==> src/rtl/key_debounce_sel.sv <==
// Key front end. Each raw active-low key is synchronised, debounced and turned into
// clean level and press/release pulses. A priority-encoded tone select code is registered.
module key_debounce_lane #(
  parameter int DB_CYCLES = 4,
  parameter int CW        = $clog2(DB_CYCLES+1)
) (
  input  logic clk,
  input  logic rst,
  input  logic key_n_i,
  output logic level_o,
  output logic press_o,
  output logic rel_o
);
  logic [1:0]    sync_q;
  logic [CW-1:0] cnt_q, cnt_d;
  logic          lvl_q, lvl_d;
  logic          prs_q, prs_d;
  logic          rel_q, rel_d;
  logic          pressed;

  assign pressed = ~sync_q[1];

  always_comb begin
    cnt_d = '0;
    lvl_d = lvl_q;
    prs_d = 1'b0;
    rel_d = 1'b0;
    // Any agreement clears the count, so only an unbroken run of disagreement flips the level
    if (pressed != lvl_q) begin
      if (cnt_q == CW'(DB_CYCLES-1)) begin
        lvl_d = ~lvl_q;
        prs_d = ~lvl_q;
        rel_d = lvl_q;
      end else begin
        cnt_d = cnt_q + 1'b1;
      end
    end
  end

  always_ff @(posedge clk) begin
    if (rst) begin
      sync_q <= 2'b11;
      cnt_q  <= '0;
      lvl_q  <= 1'b0;
      prs_q  <= 1'b0;
      rel_q  <= 1'b0;
    end else begin
      sync_q <= {sync_q[0], key_n_i};
      cnt_q  <= cnt_d;
      lvl_q  <= lvl_d;
      prs_q  <= prs_d;
      rel_q  <= rel_d;
    end
  end

  assign level_o = lvl_q;
  assign press_o = prs_q;
  assign rel_o   = rel_q;
endmodule

module key_debounce_sel #(
  parameter int N_KEYS    = 5,
  parameter int DB_CYCLES = 1_000_000,
  parameter int HOLD      = 0
) (
  input  logic              clk,
  input  logic              rst,
  input  logic [N_KEYS-1:0] key,
  output logic [N_KEYS-1:0] key_level,
  output logic [N_KEYS-1:0] key_press,
  output logic [N_KEYS-1:0] key_release,
  output logic [2:0]        tone_sel,
  output logic              sel_valid
);
  logic [2:0] tone_q, tone_d;
  logic [2:0] pick;
  logic       vld_q, vld_d;

  for (genvar g = 0; g < N_KEYS; g++) begin : g_lane
    key_debounce_lane #(.DB_CYCLES(DB_CYCLES)) u_lane (
      .clk     (clk),
      .rst     (rst),
      .key_n_i (key[g]),
      .level_o (key_level[g]),
      .press_o (key_press[g]),
      .rel_o   (key_release[g])
    );
  end

  always_comb begin
    pick = '0;
    // Scan high to low so the lowest pressed index wins
    for (int i = N_KEYS-1; i >= 0; i--)
      if (key_press[i]) pick = 3'(i+1);
    tone_d = tone_q;
    if (|key_press)
      tone_d = pick;
    else if (HOLD == 0 && key_level == '0 && tone_q != 3'd0)
      tone_d = 3'd0;
    vld_d = (tone_d != tone_q);
  end

  always_ff @(posedge clk) begin
    if (rst) begin
      tone_q <= 3'd0;
      vld_q  <= 1'b0;
    end else begin
      tone_q <= tone_d;
      vld_q  <= vld_d;
    end
  end

  assign tone_sel  = tone_q;
  assign sel_valid = vld_q;
endmodule

==> config.mk <==
export PLATFORM = sky130hd
export DESIGN_NAME = key_debounce_sel
export DESIGN_NICKNAME = d
export VERILOG_FILES = /design/src/rtl/key_debounce_sel.sv
export SDC_FILE = /design/constraint.sdc
export NUM_CORES = 1
export LEC_CHECK = 0
export CAP_MARGIN = 30
export CORE_ASPECT_RATIO = 0.75
export CORE_MARGIN = 1.5
export CORE_UTILIZATION = 30
export DETAILED_ROUTE_END_ITERATION = 8
export GPL_TIMING_DRIVEN = 0
export HOLD_SLACK_MARGIN = 0.06
export PLACE_DENSITY = 0.48
export SKIP_LAST_GASP = 1
export SYNTH_ARGS = -nofsm -noshare
export SYNTH_HDL_FRONTEND = slang
export SYNTH_SLANG_ARGS = --single-unit
==> constraint.sdc <==
create_clock -name clk -period 6.4 [get_ports clk]
set_clock_uncertainty 0.05 [all_clocks]
set_input_delay 1.6 -clock clk [delete_from_list [all_inputs] [get_ports clk]]
set_output_delay 1.6 -clock clk [all_outputs]
set_load 0.05 [all_outputs]
Word level (Yosys, flattened, before mapping)

Index checks and enable logic that the tools add are counted.

Word-level logic and storage cells: 89
Register bits after elaboration: 129
Output and inout bits: 19

Add/subtract/negate cells: 5
Reduce and logical (&&, ||, !) cells: 19
Mux-type cells: 7
Bitwise operators: 20
Equality and inequality tests: 11

Operators with widths:

| cell                                           | count |
|---|---|
| adder 20 x 1 -> 20 bit (second input constant) | 5 |
| equality test 20 bit (second input constant)   | 5 |
| OR reduction 3 bit                             | 10 |
| two-way mux 3 bit                              | 7 |
| NOT 1 bit                                      | 20 |
| AND reduction 2 bit                            | 5 |
| zero test 5 bit                                | 1 |
| != test 1 bit                                  | 5 |
| OR reduction 5 bit                             | 1 |
| != test 3 bit                                  | 1 |
| nonzero test 3 bit                             | 1 |
| logical AND 1 bit                              | 1 |

Depth between registers and ports, before layout

Gate-level depths: netlist of the first run.

Word-level depth: 7
Gate-level depth with buffers: 7

Cells and area by module

A second synthesis of the first run with hierarchy kept.

Cell total of the unflattened synthesis: 634
Area, all modules: 5898.2 µm²

By module, submodules not included:

| module            | instances | cells each | area each (µm²) |
|---|---|---|---|
| key_debounce_lane | 5         | 120        | 1124.8 |
| key_debounce_sel  | 1         | 34         | 274.0 |

Worst setup path after synthesis of the first run

Ideal clock, no wire load.

Kind: input-to-reg
From: in rst
To: reg g_lane[1].u_lane.cnt_q[10]
Path slack: 3.963 ns
Arrival time: 2.259 ns
Cell stages on the path: 4
Cells stage by stage: a21oi_1 > o21ai_1 > clkbuf_1 > nor2_1

Word-level cells in the longest chain between the ends: 1

RTL lines:

| item                         | RTL line | text |
|---|---|---|
| from (decl)                  | 67       | `input logic rst,` |
| OR reduction 3 bit (no line) | --       |  |
| to (signal assigned)         | 49       | `cnt_q <= cnt_d;` |
| to (decl)                    | 15       | `logic [CW-1:0] cnt_q, cnt_d;` |

No other way between the ends.
A chain may end at the register's enable or synchronous reset.

Final worst setup path of the first run

From: reg g_lane[4].u_lane.lvl_q
To: out key_level[4]

RTL lines:

| item                   | RTL line | text |
|---|---|---|
| from (decl)            | 16       | `logic lvl_q, lvl_d;` |
| from (signal assigned) | 50       | `lvl_q <= lvl_d;` |
| to (decl)              | 69       | `output logic [N_KEYS-1:0] key_level,` |

No word-level cell between the ends.

==> results of run 1 <==
==> registers in the layout (all words and copies together), names as in the netlist <==
register	count
g_lane.u_lane.level_o	5
sel_valid	1
tone_sel	3
g_lane.u_lane.sync_q	10
g_lane.u_lane.press_o	5
g_lane.u_lane.cnt_q	100
g_lane.u_lane.rel_o	5
==> worst max-delay path, cell delays in order, from the launching register on <==
cell	delay (ns)
dfxtp_1	0.47
buf_4	0.17
clkdlybuf4s50_1	0.79
==> power groups by stage <==
stage / clock, uW / combinational [uW] / sequential (uW)
6_report: 946 / 20.4 / 809
5_1_grt: 1010 / 23.0 / 809
4_1_cts: 972 / 20.9 / 809
3_5_place_dp: 0 / 20.8 / 827
3_3_place_gp: 0 / 20.5 / 827
2_1_floorplan: 0 / 11.6 / 826
==> kinds of logic after synthesis <==
group / synth area share
buffers and inverters: 0.04894
AOI/OAI and AO/OA: 0.08910
xor gates and xnor gates: 0.1045
DFF: 0.4529
adders and majority gates: 0.01097
and+or+nand+nor: 0.2936
==> routing by layer <==
metal	global-route usage	share of wire	vias to the layer above
met3	0.03751	0.028	16
met2	0.2063	0.43	56
met5	0	0	-
li1	-	-	2368
met1	0.1775	0.52	2151
met4	0.06135	0.015	0
==> layout by cell type, fill, tap and decap left out, drive strengths merged, types with 2 or more instances in the layout <==
| master | synthesis | routed |
|---|---|---|
| a21o | 2 | 2 |
| a21oi | 33 | 33 |
| a31o | 2 | 2 |
| and2 | 6 | 6 |
| and3 | 11 | 11 |
| and4 | 8 | 8 |
| buf | 23 | 23 |
| clkbuf | 11 | 32 |
| clkdlybuf4s50 | 0 | 25 |
| clkinv | 0 | 3 |
| clkinvlp | 0 | 5 |
| dfxtp | 129 | 129 |
| ha | 5 | 5 |
| inv | 22 | 24 |
| nand2 | 31 | 31 |
| nand3 | 36 | 36 |
| nand4 | 28 | 28 |
| nor2 | 86 | 86 |
| nor3 | 21 | 21 |
| nor4 | 14 | 14 |
| nor4b | 6 | 6 |
| o21ai | 17 | 17 |
| o31ai | 14 | 14 |
| or2 | 19 | 19 |
| or3 | 17 | 17 |
| or3b | 2 | 2 |
| or4 | 17 | 17 |
| or4b | 3 | 3 |
| xnor2 | 41 | 41 |
| xor2 | 27 | 27 |
==> final timing paths <==
path | start | end | cells past startpoint
worst min-delay path | g_lane[0].u_lane.sync_q[0] | g_lane[0].u_lane.sync_q[1] | 1
worst max register to register | g_lane[0].u_lane.cnt_q[0] | g_lane[0].u_lane.cnt_q[13] | 7
worst min register to register | g_lane[0].u_lane.sync_q[0] | g_lane[0].u_lane.sync_q[1] | 1
worst max-delay path | g_lane[4].u_lane.level_o | key_level[4] | 2
==> cell type report <==
cell class	count	area, um^2	area share
buffer	34	196.4	0.02870
clock buffer	21	480.5	0.07019
clock inverter	11	103.9	0.01517
inverter	22	82.58	0.01206
multi-input combinational	460	2840	0.4149
sequential	129	2582	0.3773
tap	247	309.0	0.04515
timing repair buffer	25	250.2	0.03656
==> per-stage QoR <==
stage,std cells,hold slack (ns),worst slack [ns],total power (uW)
final,949,0.3604,2.902,1776
after global routing,949,0.3733,2.826,1847
after CTS,949,0.3639,2.858,1802
after detailed placement,917,0.3492,2.825,847.8
after global placement,917,0.3489,2.885,847.4
after floorplan,645,0.3395,3.963,837.8
==> flow_summary.json, run 1 <==
{
  "hp-class": "reg2reg",
  "setup_viol": 0,
  "finalHoldViolCount": 0,
  "critPathMaxFanout": 6,
  "p_int_uw": 1392,
  "holdBufCountCts": 0,
  "syn_avg_cell_area_um2": 8.840,
  "cts_tree": "yes",
  "gp_congestion": 0.7949,
  "yosysSeqAreaShare": 0.4529,
  "grt_max_degree": 17,
  "path_clk_slew_ns": 0.06,
  "utilization": 0.3688,
  "p_sw_frac": 0.2163,
  "finalWirelength_mm": 12.24,
  "numCtsBuffers": 17,
  "maxCapViolCount": 0,
  "grt_usage": 0.1350,
  "synth.distinct_cells": 51,
  "slew-limit-headroom": 0.5582,
  "synth-warning-count": 0,
  "port_buffers": 25,
  "synth_nets": 657,
  "clock.fmax_ghz": 0.2859,
  "hpwl_mm": 8.722,
  "fp-row-count": 43,
  "syn_area_um2": 5702,
  "power_density_nw_per_um2": 259.5,
  "synth_top_flop_cell": "dfxtp_1",
  "final_layout_size_suffix_gt1_frac": 0.1254,
  "synth.largest_area_cell": "dfxtp_1",
  "ant_nets": 0,
  "cts_resized": 0,
  "fp.coreArea_um2": 18560,
  "end_kind": "primary output",
  "crit_type": "reg2out",
  "die_height_um": 122.4,
  "ios": 26,
  "cp.required_ns": 4.75,
  "rsz0062_at_grt": "no",
  "p_clk_frac": 0.533,
  "fin_area_um2": 6845,
  "vdd_drop_max_v": 0.0001437,
  "n_antenna_cell": 0,
  "synth.top_cell.area_share": 0.4529,
  "clockRootBuffer": "clkbuf_16",
  "final_nets": 701,
  "cts_setup_buffers": 0,
  "start_util": 0.3072,
  "ys_top_cells_by_count": "129 x dfxtp_1, 86 x nor2_1, 41 x xnor2_1",
  "vias_per_cell": 4.838,
  "insertion_delay_ns": 0.42,
  "critPathLaunchType": "flop",
  "dpl_cell_area_um2": 6261,
  "grt_pass1_vias": 4541,
  "period_share": 0.5465,
  "synth-seq-cells": 129,
  "worst_slew_pin_slew_ns": 0.6582,
  "comb_power_share": 0.012,
  "wl_per_cell_um": 12.89,
  "min_period_ns": 3.498,
  "initialDrtViolationCount": 226,
  "synth_async_sr_flop_share": 0,
  "synth_enable_flop_cells": 0,
  "status": "finished clean",
  "dr.pass1.iters": 5,
  "fill_cells": 1914,
  "tns_ns": 0,
  "clkSinkCount": 129,
  "overflow": 0,
  "synth_most_common_cell": "dfxtp_1",
  "synthCells": 645,
  "ff2ff_setup_slack_ns": 3.92,
  "dieArea_um2": 19850,
  "p_switching_uw": 384.1,
  "slew_viol_final": 0,
  "antenna_found_initial": 0,
  "clk_path_buf_depth": 2,
  "h-tree-depth": 4,
  "drc": 0,
  "p_leak_uw": 0.002088,
  "yosys-top-cells-area": "dfxtp_1 45%, xnor2_1 6.3%, nor2_1 5.7%",
  "grt_pass1_wl_mm": 21.18,
  "sequentialPowerShare": 0.456,
  "fp.dieW_um": 162.2,
  "cp_data_arrival_time_ns": 1.85,
  "syn_to_final_growth_pct": 20.06,
  "vias": 4591
}
No activity file was read; power rests on OpenSTA's default activity.
==> run 2: changes to the inputs <==
==> constraint.sdc (replaced) <==
create_clock -name clk -period 3.6 [get_ports clk]
set_clock_uncertainty 0.05 [all_clocks]
set_input_delay 0.9 -clock clk [delete_from_list [all_inputs] [get_ports clk]]
set_output_delay 0.9 -clock clk [all_outputs]
set_load 0.05 [all_outputs]
==> results of run 2 <==
The final DEF is identical to that of run 1. Status: finished clean.
Among the figures that moved: setup slack after placement 2.825 ns -> 0.7250 ns; setup slack after layout 2.902 ns -> 0.8022 ns; register-to-register setup slack 3.92 ns -> 1.12 ns; total power 1776 uW -> 3158 uW; worst IR drop on VDD 0.0001437 V -> 0.0002554 V
==> run 3: changes to the inputs <==
==> constraint.sdc (replaced) <==
create_clock -name clk -period 2.7 [get_ports clk]
set_clock_uncertainty 0.05 [all_clocks]
set_input_delay 0.675 -clock clk [delete_from_list [all_inputs] [get_ports clk]]
set_output_delay 0.675 -clock clk [all_outputs]
set_load 0.05 [all_outputs]
==> results of run 3 <==
The final DEF is identical to that of run 1. Status: finished clean.
Among the figures that moved: setup slack after placement 2.825 ns -> 0.05000 ns; setup slack after layout 2.902 ns -> 0.1272 ns; register-to-register setup slack 3.92 ns -> 0.22 ns; total power 1776 uW -> 4210 uW; worst IR drop on VDD 0.0001437 V -> 0.0003406 V
